## src/rtl/rtc_pkg.sv

```systemverilog
// Shared types, digit limits and time legality check for the BCD real-time clock.
package rtc_pkg;

  typedef logic [3:0]  bcd_digit_t;
  typedef logic [23:0] rtc_time_t;

  localparam bcd_digit_t S0_MAX            = 4'd9;
  localparam bcd_digit_t S1_MAX            = 4'd5;
  localparam bcd_digit_t M0_MAX            = 4'd9;
  localparam bcd_digit_t M1_MAX            = 4'd5;
  localparam bcd_digit_t H0_MAX            = 4'd9;
  localparam bcd_digit_t H1_MAX            = 4'd2;
  localparam bcd_digit_t H_MAX_TENS2_UNITS = 4'd3;

  typedef enum logic [1:0] {
    StStopped,
    StRunning,
    StLoading
  } rtc_state_e;

  // True when every digit of a packed HHMMSS value is in range and hours <= 23.
  function automatic logic time_is_legal(rtc_time_t t);
    logic hours_ok;
    if (t[23:20] < H1_MAX) begin
      hours_ok = (t[19:16] <= H0_MAX);
    end else begin
      hours_ok = (t[23:20] == H1_MAX) && (t[19:16] <= H_MAX_TENS2_UNITS);
    end
    return hours_ok && (t[15:12] <= M1_MAX) && (t[11:8] <= M0_MAX) &&
           (t[7:4] <= S1_MAX) && (t[3:0] <= S0_MAX);
  endfunction

endpackage

```

## src/rtl/bcd_digit_counter.sv

```systemverilog
// One BCD digit: loadable, wraps to zero past max_i, carry out when wrapping.
module bcd_digit_counter
  import rtc_pkg::*;
#(
  parameter bcd_digit_t ResetVal = 4'd0
) (
  input  logic       clk,
  input  logic       rst,
  input  logic       load_i,
  input  bcd_digit_t load_val_i,
  input  bcd_digit_t max_i,
  input  logic       carry_i,
  output bcd_digit_t digit_o,
  output logic       carry_o
);

  bcd_digit_t digit_q, digit_d;

  always_comb begin
    carry_o = carry_i && (digit_q == max_i);
    digit_d = digit_q;
    if (load_i) begin
      digit_d = load_val_i;
    end else if (carry_o) begin
      digit_d = '0;
    end else if (carry_i) begin
      digit_d = digit_q + 4'd1;
    end
  end

  always_ff @(posedge clk) begin
    if (rst) begin
      digit_q <= ResetVal;
    end else begin
      digit_q <= digit_d;
    end
  end

  assign digit_o = digit_q;

endmodule

```

## src/rtl/rtc_bcd_counter.sv

```systemverilog
// 24-hour HH:MM:SS BCD time-of-day counter with run/stop and validated load.
// Defining RTC_ALARM_EN adds an HH:MM alarm register and alarm_pulse output.
module rtc_bcd_counter
  import rtc_pkg::*;
#(
  parameter int unsigned TICKS_PER_SEC = 1,
  parameter rtc_time_t   RESET_TIME    = 24'h00_00_00
) (
  input  logic        clk,
  input  logic        rst,
  input  logic        tick,
  input  logic        run,
  input  logic        load_valid,
  input  logic [23:0] load_time,
`ifdef RTC_ALARM_EN
  input  logic        alarm_wr,
  input  logic [15:0] alarm_time,
  input  logic        alarm_arm,
  output logic        alarm_pulse,
`endif
  output logic        load_ready,
  output logic        load_err,
  output logic [23:0] time_bcd,
  output logic        sec_pulse,
  output logic        min_pulse,
  output logic        hour_pulse,
  output logic        day_pulse
);

  localparam logic [7:0] PrescMax = 8'(TICKS_PER_SEC - 1);

  rtc_state_e state_q, state_d;
  logic [7:0] presc_q, presc_d;
  rtc_time_t  load_q, load_d;
  logic       load_err_q, load_err_d;
  logic       sec_pulse_q, min_pulse_q, hour_pulse_q, day_pulse_q;
  logic       accept, inc_en, sec_inc, load_apply, alarm_err;
  logic       c_s0, c_s1, c_m0, c_m1, c_h0, c_h1;
  bcd_digit_t d_s0, d_s1, d_m0, d_m1, d_h0, d_h1, h0_max;

  always_comb begin
    load_ready = (state_q != StLoading);
    accept     = load_valid && load_ready;
    load_apply = (state_q == StLoading) && time_is_legal(load_q);
    load_err_d = ((state_q == StLoading) && !time_is_legal(load_q)) || alarm_err;
    inc_en     = (state_q == StRunning) && tick && !accept;
    load_d     = accept ? load_time : load_q;

    presc_d = presc_q;
    sec_inc = 1'b0;
    if (accept) begin
      presc_d = '0;
    end else if (inc_en) begin
      if (presc_q == PrescMax) begin
        presc_d = '0;
        sec_inc = 1'b1;
      end else begin
        presc_d = presc_q + 8'd1;
      end
    end

    state_d = state_q;
    unique case (state_q)
      StStopped: if (run) state_d = StRunning;
      StRunning: if (!run) state_d = StStopped;
      StLoading: state_d = run ? StRunning : StStopped;
      default:   state_d = StStopped;
    endcase
    if (accept) state_d = StLoading;
  end

  // Hour units may only reach 3 while hour tens is 2.
  assign h0_max = (d_h1 == H1_MAX) ? H_MAX_TENS2_UNITS : H0_MAX;

  bcd_digit_counter #(.ResetVal(RESET_TIME[3:0])) u_s0 (
    .clk(clk), .rst(rst), .load_i(load_apply), .load_val_i(load_q[3:0]),
    .max_i(S0_MAX), .carry_i(sec_inc), .digit_o(d_s0), .carry_o(c_s0)
  );
  bcd_digit_counter #(.ResetVal(RESET_TIME[7:4])) u_s1 (
    .clk(clk), .rst(rst), .load_i(load_apply), .load_val_i(load_q[7:4]),
    .max_i(S1_MAX), .carry_i(c_s0), .digit_o(d_s1), .carry_o(c_s1)
  );
  bcd_digit_counter #(.ResetVal(RESET_TIME[11:8])) u_m0 (
    .clk(clk), .rst(rst), .load_i(load_apply), .load_val_i(load_q[11:8]),
    .max_i(M0_MAX), .carry_i(c_s1), .digit_o(d_m0), .carry_o(c_m0)
  );
  bcd_digit_counter #(.ResetVal(RESET_TIME[15:12])) u_m1 (
    .clk(clk), .rst(rst), .load_i(load_apply), .load_val_i(load_q[15:12]),
    .max_i(M1_MAX), .carry_i(c_m0), .digit_o(d_m1), .carry_o(c_m1)
  );
  bcd_digit_counter #(.ResetVal(RESET_TIME[19:16])) u_h0 (
    .clk(clk), .rst(rst), .load_i(load_apply), .load_val_i(load_q[19:16]),
    .max_i(h0_max), .carry_i(c_m1), .digit_o(d_h0), .carry_o(c_h0)
  );
  bcd_digit_counter #(.ResetVal(RESET_TIME[23:20])) u_h1 (
    .clk(clk), .rst(rst), .load_i(load_apply), .load_val_i(load_q[23:20]),
    .max_i(H1_MAX), .carry_i(c_h0), .digit_o(d_h1), .carry_o(c_h1)
  );

  always_ff @(posedge clk) begin
    if (rst) begin
      state_q      <= StStopped;
      presc_q      <= '0;
      load_q       <= '0;
      load_err_q   <= 1'b0;
      sec_pulse_q  <= 1'b0;
      min_pulse_q  <= 1'b0;
      hour_pulse_q <= 1'b0;
      day_pulse_q  <= 1'b0;
    end else begin
      state_q      <= state_d;
      presc_q      <= presc_d;
      load_q       <= load_d;
      load_err_q   <= load_err_d;
      sec_pulse_q  <= sec_inc;
      min_pulse_q  <= c_s1;
      hour_pulse_q <= c_m1;
      day_pulse_q  <= c_h1;
    end
  end

  assign time_bcd   = {d_h1, d_h0, d_m1, d_m0, d_s1, d_s0};
  assign load_err   = load_err_q;
  assign sec_pulse  = sec_pulse_q;
  assign min_pulse  = min_pulse_q;
  assign hour_pulse = hour_pulse_q;
  assign day_pulse  = day_pulse_q;

`ifdef RTC_ALARM_EN
  logic [15:0] alarm_q, alarm_d;

  always_comb begin
    alarm_d   = alarm_q;
    alarm_err = 1'b0;
    if (alarm_wr) begin
      if (time_is_legal({alarm_time, 8'h00})) begin
        alarm_d = alarm_time;
      end else begin
        alarm_err = 1'b1;
      end
    end
  end

  always_ff @(posedge clk) begin
    if (rst) begin
      alarm_q <= '0;
    end else begin
      alarm_q <= alarm_d;
    end
  end

  // Only a minute rollover can fire, so loading a matching time never does.
  assign alarm_pulse = alarm_arm && min_pulse_q && (time_bcd[23:8] == alarm_q);
`else
  assign alarm_err = 1'b0;
`endif

endmodule

```

## config.mk

```make
export PLATFORM = sky130hd
export DESIGN_NAME = rtc_bcd_counter
export DESIGN_NICKNAME = d
export VERILOG_FILES = /design/src/rtl/rtc_pkg.sv /design/src/rtl/bcd_digit_counter.sv /design/src/rtl/rtc_bcd_counter.sv
export SDC_FILE = /design/constraint.sdc
export NUM_CORES = 1
export LEC_CHECK = 0
export BUFFER_PORTS_ARGS = -buffer_cell sky130_fd_sc_hd__buf_2
export CELL_PAD_IN_SITES_DETAIL_PLACEMENT = 1
export CELL_PAD_IN_SITES_GLOBAL_PLACEMENT = 1
export CORE_AREA = 5 5 68 131
export CTS_BUF_LIST = sky130_fd_sc_hd__clkbuf_4 sky130_fd_sc_hd__clkbuf_8 sky130_fd_sc_hd__clkbuf_16
export CTS_CLUSTER_DIAMETER = 40
export DETAILED_ROUTE_END_ITERATION = 12
export DIE_AREA = 0 0 73 136
export PLACE_DENSITY = 0.77
export SLEW_MARGIN = 20
export SYNTH_ARGS = -nofsm -noshare
export SYNTH_HDL_FRONTEND = slang
export SYNTH_HIERARCHICAL = 1
export SYNTH_SLANG_ARGS = --single-unit
```

## constraint.sdc

```tcl
create_clock -name clk -period 3.7 [get_ports clk]
set_input_delay 0.37 -clock clk [delete_from_list [all_inputs] [get_ports clk]]
set_output_delay 0.37 -clock clk [all_outputs]
set_load 0.03 [all_outputs]
```

## Word-level counts from Yosys, hierarchy flattened

Cells that the tools add are included.

- Word-level logic and storage cells: 101
- Register bits after elaboration: 63
- Input port bits: 29
- Output and inout port bits: 30

- Equality and inequality tests: 14
- Mux-type cells: 29
- $lt $le $gt $ge: 7
- Reductions and logical operators: 29
- Add/sub/neg operators: 7

Operators by type and width:

| cell | number |
|---|---|
| $mux 4 | 19 |
| $add 4x1->4 const B | 6 |
| $reduce_bool 3->1 | 6 |
| $logic_and 1x1->1 | 16 |
| $le 4x4->1 const B | 3 |
| $add 8x1->8 const B | 1 |
| $eq 4x2->1 const B | 2 |
| $eq 4x3->1 const B | 2 |
| $eq 4x4->1 const B | 2 |
| $le 4x3->1 const B | 2 |
| $logic_not 8->1 | 1 |
| $mux 8 | 1 |
| $mux 2 | 3 |
| $ne 2x2->1 const B | 3 |
| $ne 3x3->1 const B | 2 |
| $pmux 2 s3 | 1 |
| $mux 1 | 5 |
| $eq 4x4->1 | 1 |
| $le 4x2->1 const B | 1 |
| $lt 4x2->1 const B | 1 |
| $reduce_and 2->1 | 2 |
| $eq 2x1->1 const B | 1 |
| $eq 2x2->1 const B | 1 |
| $logic_not 1->1 | 2 |
| other kinds (2) | 2 |

## Longest topological paths before layout

Gate-level depths: netlist (run 1).

- Word-level depth: 14
- Mapped depth: 13

## Modules after synthesis

Netlist (run 1), hierarchy kept.

Modules (own cells, without submodules):

| module | cells an instance | seq. area each (µm²) | area each (µm²) | instances |
|---|---|---|---|---|
| bcd_digit_counter | 30 | 80.1 | 276.5 | 6 |
| rtc_bcd_counter | 140 | 780.7 | 1482.7 | 1 |

## Least setup slack after synthesis (run 1)

Ideal clock, no wire load.

- Path kind: flip-flop to flip-flop
- Start: register presc_q[0]
- End: register u_h1.digit_q[3] (netlist: u_h1/digit_o[3])
- Buffers on the path: 1
- Setup slack: 0.955 ns
- Setup time: 0.075 ns
- Arrival time: 2.671 ns
- Cell stages (with the launch flop): 14
- Data required time: 3.625 ns
- Path through: dfxtp_1 > inv_1 > ha_1 > nor4b_1 > and3_1 > buf_2 > and2_1 > and2_1 > and2_1 > and2_1 > and2_1 > nor3b_1 > o41ai_2 > o22ai_1

- Cells in the longest elaborated chain, start to end: 12
- Elaborated cells on any way between the ends: 13
- Classes of those cells: mux (5); reduce/logical (8)

RTL lines:

| item | line | source |
|---|---|---|
| from (decl) | rtc_bcd_counter.sv:33 | `logic [7:0] presc_q, presc_d;` |
| from (signal assigned) | rtc_bcd_counter.sv:112 | `presc_q <= presc_d;` |
| $logic_not 8->1 (*) | rtc_bcd_counter.sv:54 | `if (presc_q == PrescMax) begin` |
| $mux 1 (*) | rtc_bcd_counter.sv:54 |  |
| $mux 1 (*) | rtc_bcd_counter.sv:53 | `end else if (inc_en) begin` |
| $mux 1 (*) | rtc_bcd_counter.sv:51 | `if (accept) begin` |
| net sec_inc | rtc_bcd_counter.sv:37 | `logic accept, inc_en, sec_inc, load_apply, alarm_err;` |
| $logic_and 1x1->1 (*) | bcd_digit_counter.sv:20 | `carry_o = carry_i && (digit_q == max_i);` |
| net c_s0 | rtc_bcd_counter.sv:38 | `logic c_s0, c_s1, c_m0, c_m1, c_h0, c_h1;` |
| $logic_and 1x1->1 (*) | bcd_digit_counter.sv:20 |  |
| net c_s1 | rtc_bcd_counter.sv:38 |  |
| [... 1 more ...] | -- |  |
| net c_m0 | rtc_bcd_counter.sv:38 |  |
| $logic_and 1x1->1 (*) | bcd_digit_counter.sv:20 |  |
| net c_m1 | rtc_bcd_counter.sv:38 |  |
| $logic_and 1x1->1 (*) | bcd_digit_counter.sv:20 |  |
| net c_h0 | rtc_bcd_counter.sv:38 |  |
| $logic_and 1x1->1 | bcd_digit_counter.sv:20 |  |
| $mux 4 | bcd_digit_counter.sv:24 | `end else if (carry_o) begin` |
| $mux 4 | bcd_digit_counter.sv:22 | `if (load_i) begin` |
| to (signal assigned) | bcd_digit_counter.sv:33 | `digit_q <= ResetVal;` |
| to (signal assigned) | bcd_digit_counter.sv:35 | `digit_q <= digit_d;` |
| to (decl) | bcd_digit_counter.sv:17 | `bcd_digit_t digit_q, digit_d;` |

Mark *: on every way through the listed nets, which the timed path passes. The rest lies on a longest branch.
A chain may end at the register's enable or synchronous reset.

## Final worst setup path (run 1)

- Start: register presc_q[1]
- End: register u_h1.digit_q[3] (netlist: u_h1/digit_o[3])

- Cells in the longest elaborated chain, start to end: 12
- Elaborated cells on any way between the ends: 13
- Classes of those cells: mux (5); reduce/logical (8)

RTL lines:

| item | line |
|---|---|
| $logic_not 8->1 (*) | rtc_bcd_counter.sv:54 |
| $mux 1 (*) | rtc_bcd_counter.sv:54 |
| $mux 1 (*) | rtc_bcd_counter.sv:53 |
| $mux 1 (*) | rtc_bcd_counter.sv:51 |
| $logic_and 1x1->1 (*) | bcd_digit_counter.sv:20 |
| net c_s0 | rtc_bcd_counter.sv:38 |
| $logic_and 1x1->1 (*) | bcd_digit_counter.sv:20 |
| net c_s1 | rtc_bcd_counter.sv:38 |
| $logic_and 1x1->1 (*) | bcd_digit_counter.sv:20 |
| net c_m0 | rtc_bcd_counter.sv:38 |
| $logic_and 1x1->1 (*) | bcd_digit_counter.sv:20 |
| net c_m1 | rtc_bcd_counter.sv:38 |
| $logic_and 1x1->1 (*) | bcd_digit_counter.sv:20 |
| net c_h0 | rtc_bcd_counter.sv:38 |
| $logic_and 1x1->1 | bcd_digit_counter.sv:20 |
| $mux 4 | bcd_digit_counter.sv:24 |
| $mux 4 | bcd_digit_counter.sv:22 |

Marked as above.

==> results.toml, run 1 <==
[clocking]
root_buffer = "clkbuf_16"
path_clk_slew_ns = 0.05
htreeDepth = 3
cts-resized-gates = 0
cts_setup_buffers = 0
cts_tree = "done"
cts.sinks = 63
clkLatencyLatePin_ns = 0.33
cts_hold_buf = 0
cts.path.max_buffers = 2
cts_made_buffers = 9

[synth]
post-synth-top-area-fraction = 0.401
ys_ff_latch = 63
syn_area_sq_um = 3140
yosys_warnings = 6
synth_cell_type_count = 42
synth_cells = 320
synth_area_leader_cell = "dfxtp_1"
ys_seq_area_frac = 0.401
synthTopCellsByArea = "dfxtp_1 40%, nor3b_1 7.2%, a22o_1 6.7%"
post_synth.cell_area_avg_sq_um = 9.82

[sta]
rsz0062_at_grt = "false"
slew_headroom = 0.485
clock.fmax_ghz = 0.318
tns_ns = 0
post-route-min-period_ns = 3.15
slew_viol_final = 0
finalSetupViolCount = 0
fin_skew_ns = 0.00481
worstMarginPinSlew_ns = 0.772
final.period_utilization = 0.851
worst_hold_slack_ns = 0.247
hold_viol = 0
fin_ws_ns = 0.552

[routing]
vias = 2754
avgViaCountPerCell = 5.54
drt_wl_total_um = 8640
drc_errors = 0
ant_nets = 0
first_pass_iters = 4
post_drt_wl_per_cell_um = 17.4
drtIter0Drc = 148

[placement]
dp_hpwl_um = 6200
placed_cell_area_sq_um = 3580
port_buffers = 58
post-place-ws_ns = 0.565
gp_congestion = 0.832

[grt]
grt_max_degree = 39
grt_usage = 0.186
antenna_found_initial = 0
grt_pass1_vias = 2901
gr-total-overflow = 0
grt_pass1_wl_um = 14300

[critical_path]
path_class = "flip-flop to flip-flop"
cp_max_fo = 7
required_ns = 3.95
arrival_ns = 3.40
startpoint_type = "flip-flop"
endpoint_kind = "flip-flop"

[floorplanning]
die-area_sq_um = 9930
row_count = 46
pin_count = 59
start_util = 0.401
die_h_um = 136
core_sq_um = 7830
die_w_um = 73

[worst_hold_path]
hp-class = "primary input to flip-flop"

[pwr]
switchingPower_w = 0.000407
p_int_w = 0.00128
power.density_nw_per_um2 = 433
p_comb_frac = 0.083
seqPwrFrac = 0.431
leakagePower_nw = 1.63
p_sw_frac = 0.242
p_clk_frac = 0.486
vdd_ir_drop_max_mv = 0.245

[final_layout]
drive_above_1_share = 0.242
final_area_sq_um = 3890
diodes = 0
final_nets = 433
area_growth_pct = 23.7

[run]
max_cap_violations = 0

[status]
status = "complete, no violations"
critical path: stages, from the launching register on:
cell     delay (ns)
dfxtp_1        0.36
inv_1          0.09
ha_1           0.16
nor4b_1        0.24
and3_1         0.25
and2_1         0.24
and2_1         0.28
and2_1         0.27
and2_1         0.28
and2_1         0.29
nor3b_1        0.25
o41ai_2        0.16
o22ai_1        0.19
sequential cells by signal, summed over array words and instances (netlist names), 2 cells and up:
name	cells
load_q	24
u_h0/digit_o	4
presc_q	8
u_s1/digit_o	4
u_m1/digit_o	4
state_q	2
u_m0/digit_o	4
u_h1/digit_o	4
u_s0/digit_o	4
worst paths after layout:
kind / start / end / slack [ns] / depth (start not counted)
max: presc_q[1]$_SDFFE_PP0P_ / u_h1/digit_o[3]$_SDFFE_PP0P_ / 0.55 / 12
min: load_time[17] / load_q[17]$_SDFFE_PP0P_ / 0.25 / 2
max reg2reg: presc_q[1]$_SDFFE_PP0P_ / u_h1/digit_o[3]$_SDFFE_PP0P_ / 0.55 / 12
min reg2reg: load_q[12]$_SDFFE_PP0P_ / load_q[12]$_SDFFE_PP0P_ / 0.48 / 1
metrics by stage:
step,power (W),std cells,util
3_5_place_dp,0.000878,481,0.458
6_report,0.00168,497,0.496
2_1_floorplan,0.000826,340,-
4_1_cts,0.00170,497,0.496
3_3_place_gp,0.000870,481,0.458
5_1_grt,0.00174,497,0.496
kinds of logic (layout without fill, tap and decap cells):
| logic type | Yosys count | in the layout | share of synthesized area |
|---|---|---|---|
| AOI/OAI and AO/OA | 99 | 99 | 0.233 |
| xor gates and xnor gates | 37 | 37 | 0.117 |
| and+or+nand+nor | 82 | 82 | 0.173 |
| adders and majority gates | 8 | 8 | 0.0319 |
| other | 2 | 22 | 0.00239 |
| DFF | 63 | 63 | 0.401 |
| buffers and inverters | 28 | 89 | 0.0370 |
| muxes | 1 | 1 | 0.00319 |
per-layer routing:
metal,part of all wire,vias to the layer above,global-route usage
met5,0,-,0
met4,0.029,0,0.0893
met3,0.042,19,0.0415
met2,0.51,69,0.309
met1,0.42,1329,0.221
li1,-,1337,-
cells in the final DEF (no fill, tap or decap), types with 8 or more instances in the layout:
cell	Yosys	final
clkbuf_16	0	9
ha_1	8	8
nand3_1	12	12
a22o_1	24	24
xor2_1	24	24
a21oi_1	25	25
nor3b_1	30	30
o22ai_1	24	24
inv_1	12	12
dfxtp_1	63	63
buf_2	8	58
conb_1	2	22
cells in the mapped netlist:
library cell,n
o41ai_2,6
xor2_2,6
o211a_1,1
o21ai_0,6
mux2i_1,1
o31ai_1,3
nand4bb_1,1
a21oi_1,25
nand4_1,2
and3_1,2
a22o_1,24
xnor2_1,7
nor4_1,7
nand2b_1,1
and4bb_2,1
nand3_1,12
a21o_2,1
clkbuf_2,1
buf_2,8
a21oi_2,1
a22oi_1,1
nor2_1,2
clkbuf_1,7
ha_1,8
and3_2,1
nor3_1,4
a211oi_2,2
or3_1,4
o22ai_1,24
xor2_1,24
nor4b_1,1
nand2_1,1
or4b_2,1
nor3b_1,30
inv_1,12
o21a_1,1
a211oi_1,4
conb_1,2
or4_1,2
dfxtp_1,63
nor2b_1,3
and2_1,7
power by group through the flow:
stage               combinational, W  sequential, W  clock, W
floorplan                  0.0000849       0.000742         0
global placement            0.000131       0.000739         0
detailed placement          0.000138       0.000740         0
CTS                         0.000140       0.000726  0.000833
global route                0.000153       0.000729  0.000859
finish                      0.000140       0.000726  0.000818
area by class of cell:
class / instances / area [sq um]
inverter: 12 / 45.0
multi-input combinational: 249 / 1850
fill: 966 / 3940
tap: 96 / 120
sequential: 63 / 1260
clock inverter: 3 / 15.0
clock buffer: 13 / 280
timing repair buffer: 61 / 313
No activity file was read; power rests on OpenSTA's default activity.
==> run 2: changes to the inputs <==
--- a/config.mk
+++ b/config.mk
@@ -8,12 +8,13 @@
 export BUFFER_PORTS_ARGS = -buffer_cell sky130_fd_sc_hd__buf_2
 export CELL_PAD_IN_SITES_DETAIL_PLACEMENT = 1
 export CELL_PAD_IN_SITES_GLOBAL_PLACEMENT = 1
-export CORE_AREA = 5 5 68 131
+export CORE_AREA = 5 5 86 108
 export CTS_BUF_LIST = sky130_fd_sc_hd__clkbuf_4 sky130_fd_sc_hd__clkbuf_8 sky130_fd_sc_hd__clkbuf_16
 export CTS_CLUSTER_DIAMETER = 40
 export DETAILED_ROUTE_END_ITERATION = 12
-export DIE_AREA = 0 0 73 136
-export PLACE_DENSITY = 0.77
+export DIE_AREA = 0 0 91 113
+export HOLD_SLACK_MARGIN = 0.02
+export PLACE_DENSITY = 0.75
 export SLEW_MARGIN = 20
 export SYNTH_ARGS = -nofsm -noshare
 export SYNTH_HDL_FRONTEND = slang
==> run 2 against run 1 <==
Compared with the run above:
- critical path type unchanged
- sequential power hardly changed
- setup slack improved by 0.13 ns
- via count decreased by 1.1%
- final area shrank 2.9%
- global-route usage fell by 1.9 points
- maximum frequency increased by 4.3%
- hold slack got worse by 0.0045 ns
==> results.toml, run 2 (same netlist as run 1, synthesis figures left out) <==
[clocking]
cts_made_buffers = 9
cts_setup_buffers = 0
root_buffer = "clkbuf_8"
cts_tree = "done"
clkLatencyLatePin_ns = 0.34
cts.sinks = 63
cts.path.max_buffers = 2
htreeDepth = 3
cts-resized-gates = 0
cts_hold_buf = 0
path_clk_slew_ns = 0.07

[pwr]
p_clk_frac = 0.386
power.density_nw_per_um2 = 373
p_sw_frac = 0.260
leakagePower_nw = 1.59
seqPwrFrac = 0.515
p_comb_frac = 0.099
vdd_ir_drop_max_mv = 0.202
p_int_w = 0.00104
switchingPower_w = 0.000365
p_total_w = 0.00141

[routing]
first_pass_iters = 6
post_drt_wl_per_cell_um = 17.1
drc_errors = 0
ant_nets = 0
drt_wl_total_um = 8510
vias = 2725
drtIter0Drc = 82
avgViaCountPerCell = 5.46

[run]
max_cap_violations = 0

[floorplanning]
die-area_sq_um = 10300
start_util = 0.388
pin_count = 59
die_h_um = 113
row_count = 37
die_w_um = 91
core_sq_um = 8100

[sta]
post-route-min-period_ns = 3.02
slew_viol_final = 0
slew_headroom = 0.625
hold_viol = 0
tns_ns = 0
final.period_utilization = 0.816
fin_ws_ns = 0.682
clock.fmax_ghz = 0.331
finalSetupViolCount = 0
fin_skew_ns = 0.00820
rsz0062_at_grt = "false"
worstMarginPinSlew_ns = 0.557

[final_layout]
top_regs = "load_q x24, presc_q x8"
multi_input_area_sq_um = 1840
num-fill-cells = 951
final_common_cell = "dfxtp_1"
final_cell_mix = "63 x dfxtp_1, 58 x buf_2, 30 x nor3b_1, 25 x a21oi_1"
instances_no_fill = 499
drive_above_1_share = 0.244
final_nets = 435
top_register = "load_q"
diodes = 0
area_growth_pct = 20.1
ff_latch_area_sq_um = 1260
largest_reg_flops = 24

[worst_hold_path]
min_to = "load_q[20]$_SDFFE_PP0P_"
hold_depth = 2
hp-class = "primary input to flip-flop"
hold_start = "load_time[20]"

[critical_path]
reg2reg_to = "u_h1/digit_o[3]$_SDFFE_PP0P_"
path_class = "flip-flop to flip-flop"
reg2reg_slack_ns = 0.68
endpoint_kind = "flip-flop"
required_ns = 3.96
r2r_start = "presc_q[0]$_SDFFE_PP0P_"
arrival_ns = 3.28
reg2regPathDepth = 12
startpoint_type = "flip-flop"
cp_max_fo = 7

[grt]
grt_max_degree = 36
grt_usage = 0.167
grt_pass1_vias = 2832
grt_pass1_wl_um = 14000
gr-total-overflow = 0
antenna_found_initial = 0

[placement]
placed_cells = 484
gp_congestion = 0.762
post-place-ws_ns = 0.652
dp_hpwl_um = 6230
port_buffers = 58

[status]
status = "complete, no violations"
==> run 2: per-layer routing <==
metal,routed length [um],track usage,vias to the layer above
met3,272,0.0332,8
met2,4500,0.305,52
li1,-,-,1332
met5,0,0,-
met4,90,0.0558,0
met1,3650,0.194,1333
==> run 2: area by class of cell <==
cell class | instances | share of cell area
sequential | 63 | 0.334
clock buffer | 14 | 0.0444
inverter | 12 | 0.0119
tap | 97 | 0.0322
multi-input combinational | 249 | 0.489
timing repair buffer | 63 | 0.0869
clock inverter | 1 | 0.00133
==> run 2: how the worst max path moves through the flow <==
stage                       startpoint                      endpoint  slack (ns)  cells after the start
3_5_place_dp                load_valid  u_h1/digit_o[3]$_SDFFE_PP0P_        0.65                     11
2_1_floorplan  presc_q[0]$_SDFFE_PP0P_  u_h1/digit_o[3]$_SDFFE_PP0P_        0.95                     13
4_1_cts        presc_q[0]$_SDFFE_PP0P_  u_h1/digit_o[3]$_SDFFE_PP0P_        0.66                     12
3_3_place_gp                load_valid  u_h1/digit_o[3]$_SDFFE_PP0P_        0.76                     11
6_report       presc_q[0]$_SDFFE_PP0P_  u_h1/digit_o[3]$_SDFFE_PP0P_        0.68                     12
5_1_grt        presc_q[0]$_SDFFE_PP0P_  u_h1/digit_o[1]$_SDFFE_PP0P_        0.33                     12
==> run 2: critical path, cell delays in order, from the launching register on <==
cell	delay, ns
dfxtp_1	0.37
inv_1	0.08
ha_1	0.13
nor4b_1	0.20
and3_1	0.20
and2_1	0.26
and2_1	0.30
and2_1	0.27
and2_1	0.27
and2_1	0.26
nor3b_1	0.26
o41ai_2	0.15
o22ai_1	0.18
==> run 2: power groups by stage <==
| stage | Combinational (W) | Sequential, W | Clock, W |
|---|---|---|---|
| floorplan | 0.0000849 | 0.000742 | 0 |
| global placement | 0.000136 | 0.000739 | 0 |
| detailed placement | 0.000140 | 0.000740 | 0 |
| CTS | 0.000141 | 0.000725 | 0.000556 |
| global route | 0.000155 | 0.000728 | 0.000587 |
| finish | 0.000140 | 0.000725 | 0.000543 |
==> run 2: through the flow <==
stage,cell area [sq um],hold WS [ns],util
final,3770,0.243,0.466
after global routing,3770,0.230,0.466
after CTS,3770,0.232,0.466
after detailed placement,3600,0.478,0.444
after global placement,3600,0.472,0.444
after floorplan,3220,0.449,-
==> run 3: changes to the inputs <==
--- a/config.mk
+++ b/config.mk
@@ -5,16 +5,17 @@
 export SDC_FILE = /design/constraint.sdc
 export NUM_CORES = 1
 export LEC_CHECK = 0
+export ABC_AREA = 1
 export BUFFER_PORTS_ARGS = -buffer_cell sky130_fd_sc_hd__buf_2
 export CELL_PAD_IN_SITES_DETAIL_PLACEMENT = 1
 export CELL_PAD_IN_SITES_GLOBAL_PLACEMENT = 1
-export CORE_AREA = 5 5 86 108
+export CORE_AREA = 5 5 91 114
 export CTS_BUF_LIST = sky130_fd_sc_hd__clkbuf_4 sky130_fd_sc_hd__clkbuf_8 sky130_fd_sc_hd__clkbuf_16
 export CTS_CLUSTER_DIAMETER = 40
 export DETAILED_ROUTE_END_ITERATION = 12
-export DIE_AREA = 0 0 91 113
+export DIE_AREA = 0 0 96 119
 export HOLD_SLACK_MARGIN = 0.02
-export PLACE_DENSITY = 0.75
+export PLACE_DENSITY = 0.78
 export SLEW_MARGIN = 20
 export SYNTH_ARGS = -nofsm -noshare
 export SYNTH_HDL_FRONTEND = slang
==> constraint.sdc (replaced) <==
create_clock -name clk -period 2.8 [get_ports clk]
set_input_delay 0.28 -clock clk [delete_from_list [all_inputs] [get_ports clk]]
set_output_delay 0.28 -clock clk [all_outputs]
set_load 0.03 [all_outputs]
==> run 3 against run 2 <==
Compared with the run above:
- the flow now finishes with violations (negative setup slack)
- final cell count increased by 63%
- flip-flop and latch count unchanged
- first-iteration DRC count increased by 41%
- wire length increased by 55%
- critical path depth increased by 19
- final area increased by 31%
- die area increased by 11%
- area after synthesis increased by 10%
- maximum frequency increased by 0.40%
- synthesized cell count increased by 63%
- critical path type unchanged
- critical endpoint is now u_h1/digit_o[2]$_SDFFE_PP0P_
- largest cell class unchanged
- highest routed layer unchanged
==> results.toml, run 3 <==
[synth]
synth_cell_type_count = 31
netlist_top_cells_count = "139 x nand2_1, 87 x inv_1, 74 x nor2_1"
ys_seq_area_frac = 0.364
ys_ff_latch = 63
synth-async-reset-ratio = 0
synth_area_leader_cell = "dfxtp_1"
yosys_warnings = 6
synth_edf_count = 0
synthTopCellsByArea = "dfxtp_1 36%, nand2_1 15%, inv_1 9.4%"
post_synth.cell_area_avg_sq_um = 6.64
synth_cells = 522
yosysMostFrequentCell = "nand2_1"
post-synth-top-area-fraction = 0.364
syn_area_sq_um = 3470
synthFlopType = "dfxtp_1"

[critical_path]
cp_top_family = "simple AND/OR/NAND/NOR gates"
arrival_ns = 3.22
startpoint_type = "flip-flop"
reg2reg_slack_ns = -0.21
critPathMaxStageDelay_ns = 0.32
endpoint_kind = "flip-flop"
cp_max_fo = 5
reg2reg_to = "u_h1/digit_o[2]$_SDFFE_PP0P_"
path_buf_inv = 7
path_class = "flip-flop to flip-flop"
crit_slowest_cell = "dfxtp_2"
r2r_start = "presc_q[0]$_SDFFE_PP0P_"
reg2regPathDepth = 31
required_ns = 3.01

[placement]
dp_hpwl_um = 8130
port_buffers = 58
gp_congestion = 0.812
placed_cells = 764

[clocking]
cts.sinks = 63
htreeDepth = 3
clkLatencyLatePin_ns = 0.34
cts_made_buffers = 9
cts_tree = "done"
cts.path.max_buffers = 2
root_buffer = "clkbuf_16"
path_clk_slew_ns = 0.06

[pwr]
p_comb_frac = 0.101
power.density_nw_per_um2 = 499
seqPwrFrac = 0.388
switchingPower_w = 0.000631
p_int_w = 0.00184
p_sw_frac = 0.255
vdd_ir_drop_max_mv = 0.286
p_clk_frac = 0.511
leakagePower_nw = 2.38

[routing]
post_drt_wl_per_cell_um = 16.2
vias = 4020
ant_nets = 0
avgViaCountPerCell = 4.94
drtIter0Drc = 116
drc_errors = 0
drt_wl_total_um = 13200
first_pass_iters = 4

[sta]
slew_viol_final = 0
fin_ws_ns = -0.206
tns_ns = -1.37
final.period_utilization = 1.07
finalSetupViolCount = 9
rsz0062_at_grt = "true"
hold_viol = 0
fin_skew_ns = 0.0153
clock.fmax_ghz = 0.333
post-route-min-period_ns = 3.01

[final_layout]
instances_no_fill = 813
drive_above_1_share = 0.294
final_cell_mix = "131 x nand2_1, 73 x inv_1, 61 x dfxtp_1, 61 x buf_4, 60 x nor2_1"
top_regs = "load_q x24, presc_q x8"
top_register = "load_q"
area_growth_pct = 42.8
diodes = 0
final_nets = 722
largest_reg_flops = 24
final_common_cell = "nand2_1"

[floorplanning]
die-area_sq_um = 11400
core_sq_um = 9080
start_util = 0.382
die_h_um = 119
die_w_um = 96
pin_count = 59
row_count = 39

[grt]
grt_max_degree = 30
grt_pass1_vias = 4405
grt_pass1_wl_um = 21100
gr-total-overflow = 0
antenna_found_initial = 0
grt_usage = 0.239

[worst_hold_path]
hold_depth = 3
hold_start = "load_time[3]"
min_to = "load_q[3]$_SDFFE_PP0P_"
hp-class = "primary input to flip-flop"

[status]
violations = "negative setup slack"
status = "finished with violations"

[run]
max_cap_violations = 0
==> run 3: changes by cell type after synthesis, moves of 7 or more <==
cell	delta
nor2_1	+72
and2_1	-7
a22o_1	-24
o22ai_1	-24
clkbuf_1	-7
a22oi_1	+23
nand2_1	+138
nor3b_1	-30
o21ai_0	+10
xor2_1	-22
nand3_1	+23
inv_1	+75
==> run 3: worst max-delay path by stage <==
| stage | start | endpoint | slack [ns] | cells past startpoint |
|---|---|---|---|---|
| 2_1_floorplan | presc_q[0]$_SDFFE_PP0P_ | u_h1/digit_o[2]$_SDFFE_PP0P_ | -0.20 | 32 |
| 5_1_grt | presc_q[0]$_SDFFE_PP0P_ | u_h1/digit_o[0]$_SDFFE_PP0P_ | -0.45 | 32 |
| 3_5_place_dp | presc_q[1]$_SDFFE_PP0P_ | u_h1/digit_o[2]$_SDFFE_PP0P_ | -0.20 | 32 |
| 3_3_place_gp | presc_q[1]$_SDFFE_PP0P_ | u_h1/digit_o[2]$_SDFFE_PP0P_ | -0.06 | 32 |
| 4_1_cts | presc_q[0]$_SDFFE_PP0P_ | u_h1/digit_o[2]$_SDFFE_PP0P_ | -0.18 | 31 |
| 6_report | presc_q[0]$_SDFFE_PP0P_ | u_h1/digit_o[2]$_SDFFE_PP0P_ | -0.21 | 31 |
==> run 3: logic make-up (layout without fill, tap and decap cells) <==
kind of cell    Yosys count  count (layout)  synth area share
compound gates           73              73             0.130
xor+xnor                 14              14            0.0354
fa+ha+maj                 8               8            0.0289
buf+inv                  97             229             0.113
flops                    63              63             0.364
other cells               2              38           0.00217
simple gates            265             265             0.327
==> run 3: through the flow <==
| step | setup WS [ns] | power (W) | util | hold slack (ns) | area, sq um |
|---|---|---|---|---|---|
| global placement | -0.0555 | 0.00119 | 0.470 | 0.469 | 4270 |
| detailed placement | -0.199 | 0.00119 | 0.470 | 0.470 | 4270 |
| finish | -0.206 | 0.00247 | 0.545 | 0.136 | 4950 |
| floorplan | -0.200 | 0.00110 | - | 0.349 | 3630 |
| CTS | -0.179 | 0.00245 | 0.537 | 0.132 | 4880 |
| global route | -0.455 | 0.00255 | 0.545 | 0.143 | 4950 |
==> run 3: what timing repair did <==
item | in CTS | in global routing
endpoints found under the setup margin | 9 | 19
buffers inserted | 35 | 7
hold buffers | 0 | 0
gates resized for setup | 10 | 31
pin swaps | 8 | 13
==> run 3: layer usage <==
layer | GRT usage | part of all wire | up-vias
met5 | 0 | 0 | -
met4 | 0.144 | 0.047 | 0
met3 | 0.0504 | 0.031 | 45
met2 | 0.443 | 0.55 | 106
met1 | 0.233 | 0.37 | 1947
li1 | - | - | 1922
==> run 3: tightest hold or removal path, stage by stage <==
cell     delay, ns
buf_2         0.07
nand2_1       0.04
nand2_1       0.04
==> run 3: power groups by stage <==
| stage | registers, W | clock network [W] | logic (W) |
|---|---|---|---|
| after floorplan | 0.000978 | 0 | 0.000126 |
| after global placement | 0.000973 | 0 | 0.000212 |
| after detailed placement | 0.000974 | 0 | 0.000218 |
| after CTS | 0.000955 | 0.00126 | 0.000233 |
| after global routing | 0.000959 | 0.00132 | 0.000274 |
| final | 0.000957 | 0.00126 | 0.000250 |
==> run 3: final cells by class <==
cell class                      count  area (sq um)
Fill cell                        1224          4130
Multi-Input combinational cell    398          2080
Sequential cell                    63          1260
Timing Repair Buffer              121           771
Inverter                           92           348
Clock buffer                       11           253
Tap cell                          123           154
Clock inverter                      5          80.1
